## src/rtl/crc_engine.sv

```systemverilog
// Parameterised non-reflected CRC generator/checker with multi-bit folding per cycle
// and MSB-first serial emission of the register contents.
module crc_engine #(
  parameter int unsigned CRC_W  = 16,
  parameter int unsigned DATA_W = 1,
  parameter logic [31:0] POLY   = 32'h0000_8005,
  parameter logic [31:0] INIT   = 32'h0000_0000
) (
  input  logic              clk,
  input  logic              rst,
  input  logic [DATA_W-1:0] data_in,
  input  logic              crc_en,
  input  logic              crc_clr,
  input  logic              shift_out,
  output logic [CRC_W-1:0]  crc_out,
  output logic              ser_out,
  output logic              ser_valid,
  output logic              busy,
  output logic              crc_ok
);

  localparam int unsigned CNT_W = (CRC_W > 1) ? $clog2(CRC_W) : 1;
  localparam logic [CRC_W-1:0] PolyW = POLY[CRC_W-1:0];
  localparam logic [CRC_W-1:0] InitW = INIT[CRC_W-1:0];
  localparam logic [CNT_W-1:0] CntLast = CNT_W'(CRC_W - 1);

  typedef enum logic [0:0] {StRun, StShift} state_e;

  state_e             r_state;
  state_e             w_state_d;
  logic [CRC_W-1:0]   r_crc;
  logic [CRC_W-1:0]   w_crc_d;
  logic [CNT_W-1:0]   r_cnt;
  logic [CNT_W-1:0]   w_cnt_d;
  logic [CRC_W-1:0]   w_crc_fold;

  // Unrolled bit-serial update: data_in[DATA_W-1] enters the register first.
  function automatic logic [CRC_W-1:0] fold_word(input logic [CRC_W-1:0] crc_in,
                                                 input logic [DATA_W-1:0] word);
    logic [CRC_W-1:0] acc;
    logic             fb;
    acc = crc_in;
    for (int i = 0; i < DATA_W; i++) begin
      fb  = acc[CRC_W-1] ^ word[DATA_W-1-i];
      acc = {acc[CRC_W-2:0], 1'b0} ^ (fb ? PolyW : '0);
    end
    return acc;
  endfunction

  assign w_crc_fold = fold_word(r_crc, data_in);

  always_ff @(posedge clk or posedge rst) begin
    if (rst) begin
      r_state <= StRun;
      r_crc   <= InitW;
      r_cnt   <= '0;
    end else begin
      r_state <= w_state_d;
      r_crc   <= w_crc_d;
      r_cnt   <= w_cnt_d;
    end
  end

  always_comb begin
    w_state_d = r_state;
    w_crc_d   = r_crc;
    w_cnt_d   = r_cnt;
    if (crc_clr) begin
      w_state_d = StRun;
      w_crc_d   = InitW;
      w_cnt_d   = '0;
    end else begin
      unique case (r_state)
        StRun: begin
          // Absorb first so a simultaneous shift_out emits the updated register.
          if (crc_en) begin
            w_crc_d = w_crc_fold;
          end
          if (shift_out) begin
            w_state_d = StShift;
            w_cnt_d   = CntLast;
          end
        end
        StShift: begin
          w_crc_d = {r_crc[CRC_W-2:0], 1'b0};
          w_cnt_d = r_cnt - 1'b1;
          if (r_cnt == '0) begin
            w_state_d = StRun;
          end
        end
        default: begin
          w_state_d = StRun;
        end
      endcase
    end
  end

  always_comb begin
    ser_valid = (r_state == StShift);
    busy      = (r_state == StShift);
    ser_out   = (r_state == StShift) & r_crc[CRC_W-1];
    crc_out   = r_crc;
    crc_ok    = (r_crc == '0);
  end

endmodule

```

## config.mk

```make
export PLATFORM = sky130hd
export DESIGN_NAME = crc_engine
export DESIGN_NICKNAME = d
export VERILOG_FILES = /design/src/rtl/crc_engine.sv
export SDC_FILE = /design/constraint.sdc
export NUM_CORES = 1
export LEC_CHECK = 0
export BUFFER_PORTS_ARGS = -buffer_cell sky130_fd_sc_hd__buf_4
export CELL_PAD_IN_SITES_DETAIL_PLACEMENT = 2
export CELL_PAD_IN_SITES_GLOBAL_PLACEMENT = 2
export CORE_MARGIN = 2
export CORE_UTILIZATION = 32
export DETAILED_ROUTE_END_ITERATION = 8
export HOLD_SLACK_MARGIN = 0.05
export PLACE_DENSITY = 0.84
export SETUP_SLACK_MARGIN = 0.3
export SLEW_MARGIN = 30
export SYNTH_ARGS = -nofsm -noshare
export SYNTH_HDL_FRONTEND = slang
export SYNTH_SLANG_ARGS = --single-unit
export TNS_END_PERCENT = 50
```

## constraint.sdc

```tcl
create_clock -name clk -period 2.7 [get_ports clk]
set_input_delay 0.54 -clock clk [delete_from_list [all_inputs] [get_ports clk]]
set_output_delay 0.54 -clock clk [all_outputs]
set_load 0.05 [all_outputs]
```

==> impl_metrics.yaml, run 1 <==
cts:
  h-tree-depth: 1
  hold_buffers: 0
  postCtsSetupRepairBufs: 0
  cts_buffer_depth: 2
  post_cts_resized: 0
  clk_pin_slew_ns: 0.13
  clockRootBuffer: "clkbuf_4"
  cts_tree: "yes"
  numCtsBuffers: 3
  cts_sinks: 21
  clk-insertion-delay-late_ns: 0.30
detailed_routing:
  routed_wl_um: 2810
  wire_per_inst_um: 15.8
  vias_per_cell: 5.03
  drt_iter0_markers: 24
  num_vias: 895
  ant_nets: 0
  drc: 0
  drt_pass1_iterations: 4
run:
  cap_violations: 0
finish:
  area_growth_pct: 23.5
  nets: 142
  stdcell_area_um2: 1240
  n_antenna_cell: 0
  layout.cells.non_filler: 178
  layout_common_cells: "nand2_1, buf_4, dfrtp_1"
  drive_above_1_share_pct: 23.1
placed_design:
  place_congestion: 0.773
  post-place-cells: 174
  place_area_um2: 1220
  portBuffers: 25
  dpl.hpwl_um: 2040
setup_path:
  r2r_slack_ns: 1.17
  end_kind: "output pin"
  r2r-end: "crc_out[15]"
  crit_type: "flip-flop to output pin"
  cp-start-kind: "flip-flop"
  critPathMaxFanout: 7
  crit_required_ns: 2.16
  r2r-start: "busy"
  r2r_cells: 3
  critPathArrivalTime_ns: 1.56
timing:
  drv_slew: 0
  relSlewSlack_pct: 43.9
  tns_ns: 0
  clock_skew_ns: 0.00651
  clock.fmax_mhz: 475
  fin_crit_sh_pct: 78.0
  worst_slew_pin_slew_ns: 0.841
  finalSetupViolCount: 0
  final_hold_viol_count: 0
  rsz0062_at_grt: "no"
  post-route-min-period_ns: 2.10
synth:
  synth_nets: 118
  syn_area_per_cell_um2: 9.07
  ys_seq_area_share_pct: 52.2
  synthDistinctLibCells: 28
  netlist_top_cells_area: "dfrtp_1, nand2_1, a21oi_1"
  synth_top_area_share_pct: 52.2
  synth_area_um2: 1010
  ys_ff_latch: 21
  synth_top_cell_by_area: "dfrtp_1"
  yosysWarnings: 0
  synth_cells: 111
grt:
  grt_start_max_net_pins: 23
  grt_pass1_wl_um: 4580
  antenna_found_initial: 0
  grt_pass1_vias: 935
  overflow: 0
  grt_use_total_pct: 16.8
power_and_ir_drop:
  fin_total_pwr_uw: 638
  leakage_uw: 0.000562
  pwr_density_cell_nw_per_um2: 513
  ir_drop_mv: 0.236
floorplanning:
  row_count: 20
  ioPinCount: 26
  die_w_um: 60.1
  initial_core_util_pct: 33.3
  dieArea_um2: 3610
  core_um2: 3030
  die_h_um: 60.1
outcome:
  status: "completed"
worst_hold_path:
  hp-class: "input pin to async pin"
## worst max-delay path: stages (launching register included)
cell     delay [ns]
dfrtp_1        0.47
nor4_1         0.36
and4_1         0.24
buf_4          0.20
## synthesized netlist by cell type
library cell / number
nand2_1: 26
dfrtp_1: 21
a21oi_1: 17
inv_1: 5
nor2_1: 5
nand2b_1: 4
nor4_1: 4
a311oi_1: 3
clkbuf_1: 3
a211oi_1: 2
buf_2: 2
nor3_1: 2
or2_2: 2
a211o_1: 1
a21o_1: 1
a32oi_1: 1
and2_1: 1
and4_1: 1
buf_4: 1
buf_6: 1
ha_1: 1
nor3b_1: 1
o21ai_0: 1
o31a_1: 1
o31ai_1: 1
o32ai_1: 1
or3b_1: 1
xnor2_1: 1
## logic make-up (layout without fill, tap and decap cells)
family / count (synthesis) / count (layout) / synth area share, %
DFF: 21 / 21 / 52.2
xor gates and xnor gates: 1 / 1 / 0.870
and+or+nand+nor: 47 / 47 / 21.9
buffers and inverters: 12 / 35 / 5.84
adders and majority gates: 1 / 1 / 1.24
AOI/OAI and AO/OA: 29 / 29 / 18.0
## report_power, final
part           internal (uW)  leakage, uW  switching, uW
Clock                   57.5    0.0000150           99.1
Sequential               327     0.000284           22.2
Combinational           44.9     0.000263           87.6
Total                    429     0.000562            209
## through the flow
stage	hold WS [ns]	setup WS (ns)	util, %
after CTS	0.422	0.561	41.1
after detailed placement	0.506	0.936	40.2
after global placement	0.482	0.956	40.2
after floorplan	0.461	0.725	-
final	0.390	0.595	41.1
after global routing	0.436	0.464	41.1
## cell type report
type | count | area, um^2
Clock buffer | 4 | 26.3
Fill cell | 344 | 1780
Inverter | 5 | 18.8
Multi-Input combinational cell | 78 | 423
Sequential cell | 21 | 526
Tap cell | 44 | 55.1
Timing Repair Buffer | 26 | 195
## worst max path at each step
stage | from | endpoint | slack (ns) | depth (start not counted)
3_3_place_gp | crc_out[15] | crc_ok | 0.96 | 3
2_1_floorplan | busy | ser_out | 0.72 | 3
5_1_grt | crc_out[14] | crc_ok | 0.46 | 3
6_report | crc_out[14] | crc_ok | 0.60 | 3
4_1_cts | crc_out[14] | crc_ok | 0.56 | 3
3_5_place_dp | crc_out[14] | crc_ok | 0.94 | 3
## per-layer routing
layer	vias to the layer above	GRT usage [%]	part of all wire, %
li1	426	-	-
met1	455	22.2	45
met2	12	29.7	52
met3	2	2.60	2.7
met4	0	1.90	0.39
met5	-	0	0
## sequential cells by signal, indices dropped and copies added, names as in the netlist
register	flops
r_cnt	4
crc_out	16
busy	1
Note: power is estimated with default switching activity, not from simulation.
==> run 2, diff against run 1 <==
--- a/config.mk
+++ b/config.mk
@@ -9,10 +9,10 @@
 export CELL_PAD_IN_SITES_DETAIL_PLACEMENT = 2
 export CELL_PAD_IN_SITES_GLOBAL_PLACEMENT = 2
 export CORE_MARGIN = 2
-export CORE_UTILIZATION = 32
+export CORE_UTILIZATION = 30
 export DETAILED_ROUTE_END_ITERATION = 8
 export HOLD_SLACK_MARGIN = 0.05
-export PLACE_DENSITY = 0.84
+export PLACE_DENSITY = 0.8
 export SETUP_SLACK_MARGIN = 0.3
 export SLEW_MARGIN = 30
 export SYNTH_ARGS = -nofsm -noshare
==> constraint.sdc (replaced) <==
create_clock -name clk -period 2 [get_ports clk]
set_input_delay 0.4 -clock clk [delete_from_list [all_inputs] [get_ports clk]]
set_output_delay 0.4 -clock clk [all_outputs]
set_load 0.05 [all_outputs]
==> impl_metrics.yaml, run 2 (synthesized netlist as in run 1, its figures left out) <==
cts:
  cts_sinks: 21
  h-tree-depth: 1
  hold_buffers: 0
  cts_buffer_depth: 2
  clockRootBuffer: "clkbuf_4"
  cts_tree: "yes"
  clk-insertion-delay-late_ns: 0.31
  clk_pin_slew_ns: 0.12
  numCtsBuffers: 3
setup_path:
  max_stage_delay_ns: 0.43
  path_cells: "nor4_4 -> and4_4 -> buf_8"
  r2r-start: "crc_out[14]"
  slowest_stage: "dfrtp_1"
  crit_type: "flip-flop to output pin"
  critPathMaxFanout: 2
  crit_required_ns: 1.60
  cp-start-kind: "flip-flop"
  end_kind: "output pin"
  critPathArrivalTime_ns: 1.44
  r2r_cells: 4
  crit_path_start: "crc_out[13]"
placed_design:
  portBuffers: 25
  dpl.hpwl_um: 2050
  place_congestion: 0.776
  dpl_worst_slack_ns: 0.353
grt:
  grt-busiest-layer: "met2"
  grt_use_total_pct: 17.1
  overflow: 0
  grt_pass1_vias: 955
  use_met3_pct: 3.73
  grt_start_max_net_pins: 23
  met2_usage_pct: 30.4
  antenna_found_initial: 0
  grt_pass1_wl_um: 4680
  grt_util_met1_pct: 20.9
worst_hold_path:
  hp-class: "input pin to async pin"
timing:
  post-route-min-period_ns: 1.84
  drv_slew: 0
  rsz0062_at_grt: "yes"
  relSlewSlack_pct: 64.1
  worst_slew_pin_slew_ns: 0.538
  clock_skew_ns: 0.00232
  finalSetupViolCount: 0
  fin_crit_sh_pct: 92.1
  worst_slack_ns: 0.158
  final_hold_viol_count: 0
  clock.fmax_mhz: 543
  tns_ns: 0
  hold_slack_ns: 0.108
finish:
  largest_register_ffs: 16
  layout_commonest_cell: "buf_4"
  drive_above_1_share_pct: 35.5
  nets: 149
  layout_common_cells: "buf_4, nand2_1, a21oi_1, dfrtp_1, inv_1"
  area_growth_pct: 34.3
  n_antenna_cell: 0
  fill_cells: 372
outcome:
  status: "completed"
floorplanning:
  dieArea_um2: 3840
  core_um2: 3280
  die_h_um: 61.9
  initial_core_util_pct: 30.7
  die_w_um: 61.9
  ioPinCount: 26
  row_count: 21
detailed_routing:
  drc: 0
  drt_iter0_markers: 25
  ant_nets: 0
  vias_per_cell: 4.98
  routed_wl_um: 2940
  drt_pass1_iterations: 3
  num_vias: 932
  wire_per_inst_um: 15.7
power_and_ir_drop:
  ir_drop_mv: 0.252
  fin_total_pwr_uw: 884
  pwr_density_cell_nw_per_um2: 653
  leakage_uw: 0.000614
run:
  cap_violations: 0
[run 2: final cells by class]
type / count / area, um^2 / area share (%)
inverter: 5 / 18.8 / 1.39
multi-input combinational: 78 / 463 / 34.2
tap: 46 / 57.6 / 4.26
clock buffer: 3 / 22.5 / 1.67
timing repair buffer: 33 / 255 / 18.9
sequential: 21 / 531 / 39.2
clock inverter: 1 / 5.00 / 0.370
[run 2: report_power, final]
part	switching [uW]	total [uW]	leakage (uW)	internal, uW
Clock	139	214	0.0000177	74.8
Combinational	128	204	0.000318	76.1
Sequential	24.4	466	0.000278	442
[run 2: timing repair]
action | in CTS | in global routing
gates cloned | 0 | 0
setup buffers | 5 | 1
gates resized for setup | 9 | 3
setup endpoints to repair | 1 | 17
[run 2: path summary, 6_finish.rpt]
check	end	slack [ns]
setup / recovery	crc_ok	0.16
min in group clk	busy	0.36
setup reg to reg	crc_out[15]	0.56
max in group asynchronous	crc_out[14]	1.65
hold / removal	r_cnt[1]	0.11
hold reg to reg	r_cnt[3]	0.51
[run 2: layer usage]
layer / up-vias / wire [um]
li1: 443 / -
met1: 472 / 1190
met2: 13 / 1630
met3: 4 / 90
met4: 0 / 24
met5: - / 0
[run 2: per-stage QoR]
stage	utilization (%)	std cells	cell area, um^2
6_report	41.2	187	1350
5_1_grt	41.2	187	1350
4_1_cts	40.6	186	1340
3_5_place_dp	37.5	177	1230
3_3_place_gp	37.5	177	1230
2_1_floorplan	-	111	1010
[run 2: worst max-delay path: cells and delay by family (launching register included)]
family,cells,cell delay (ns)
simple gates,2,0.56
flops,1,0.43
buf+inv,1,0.14
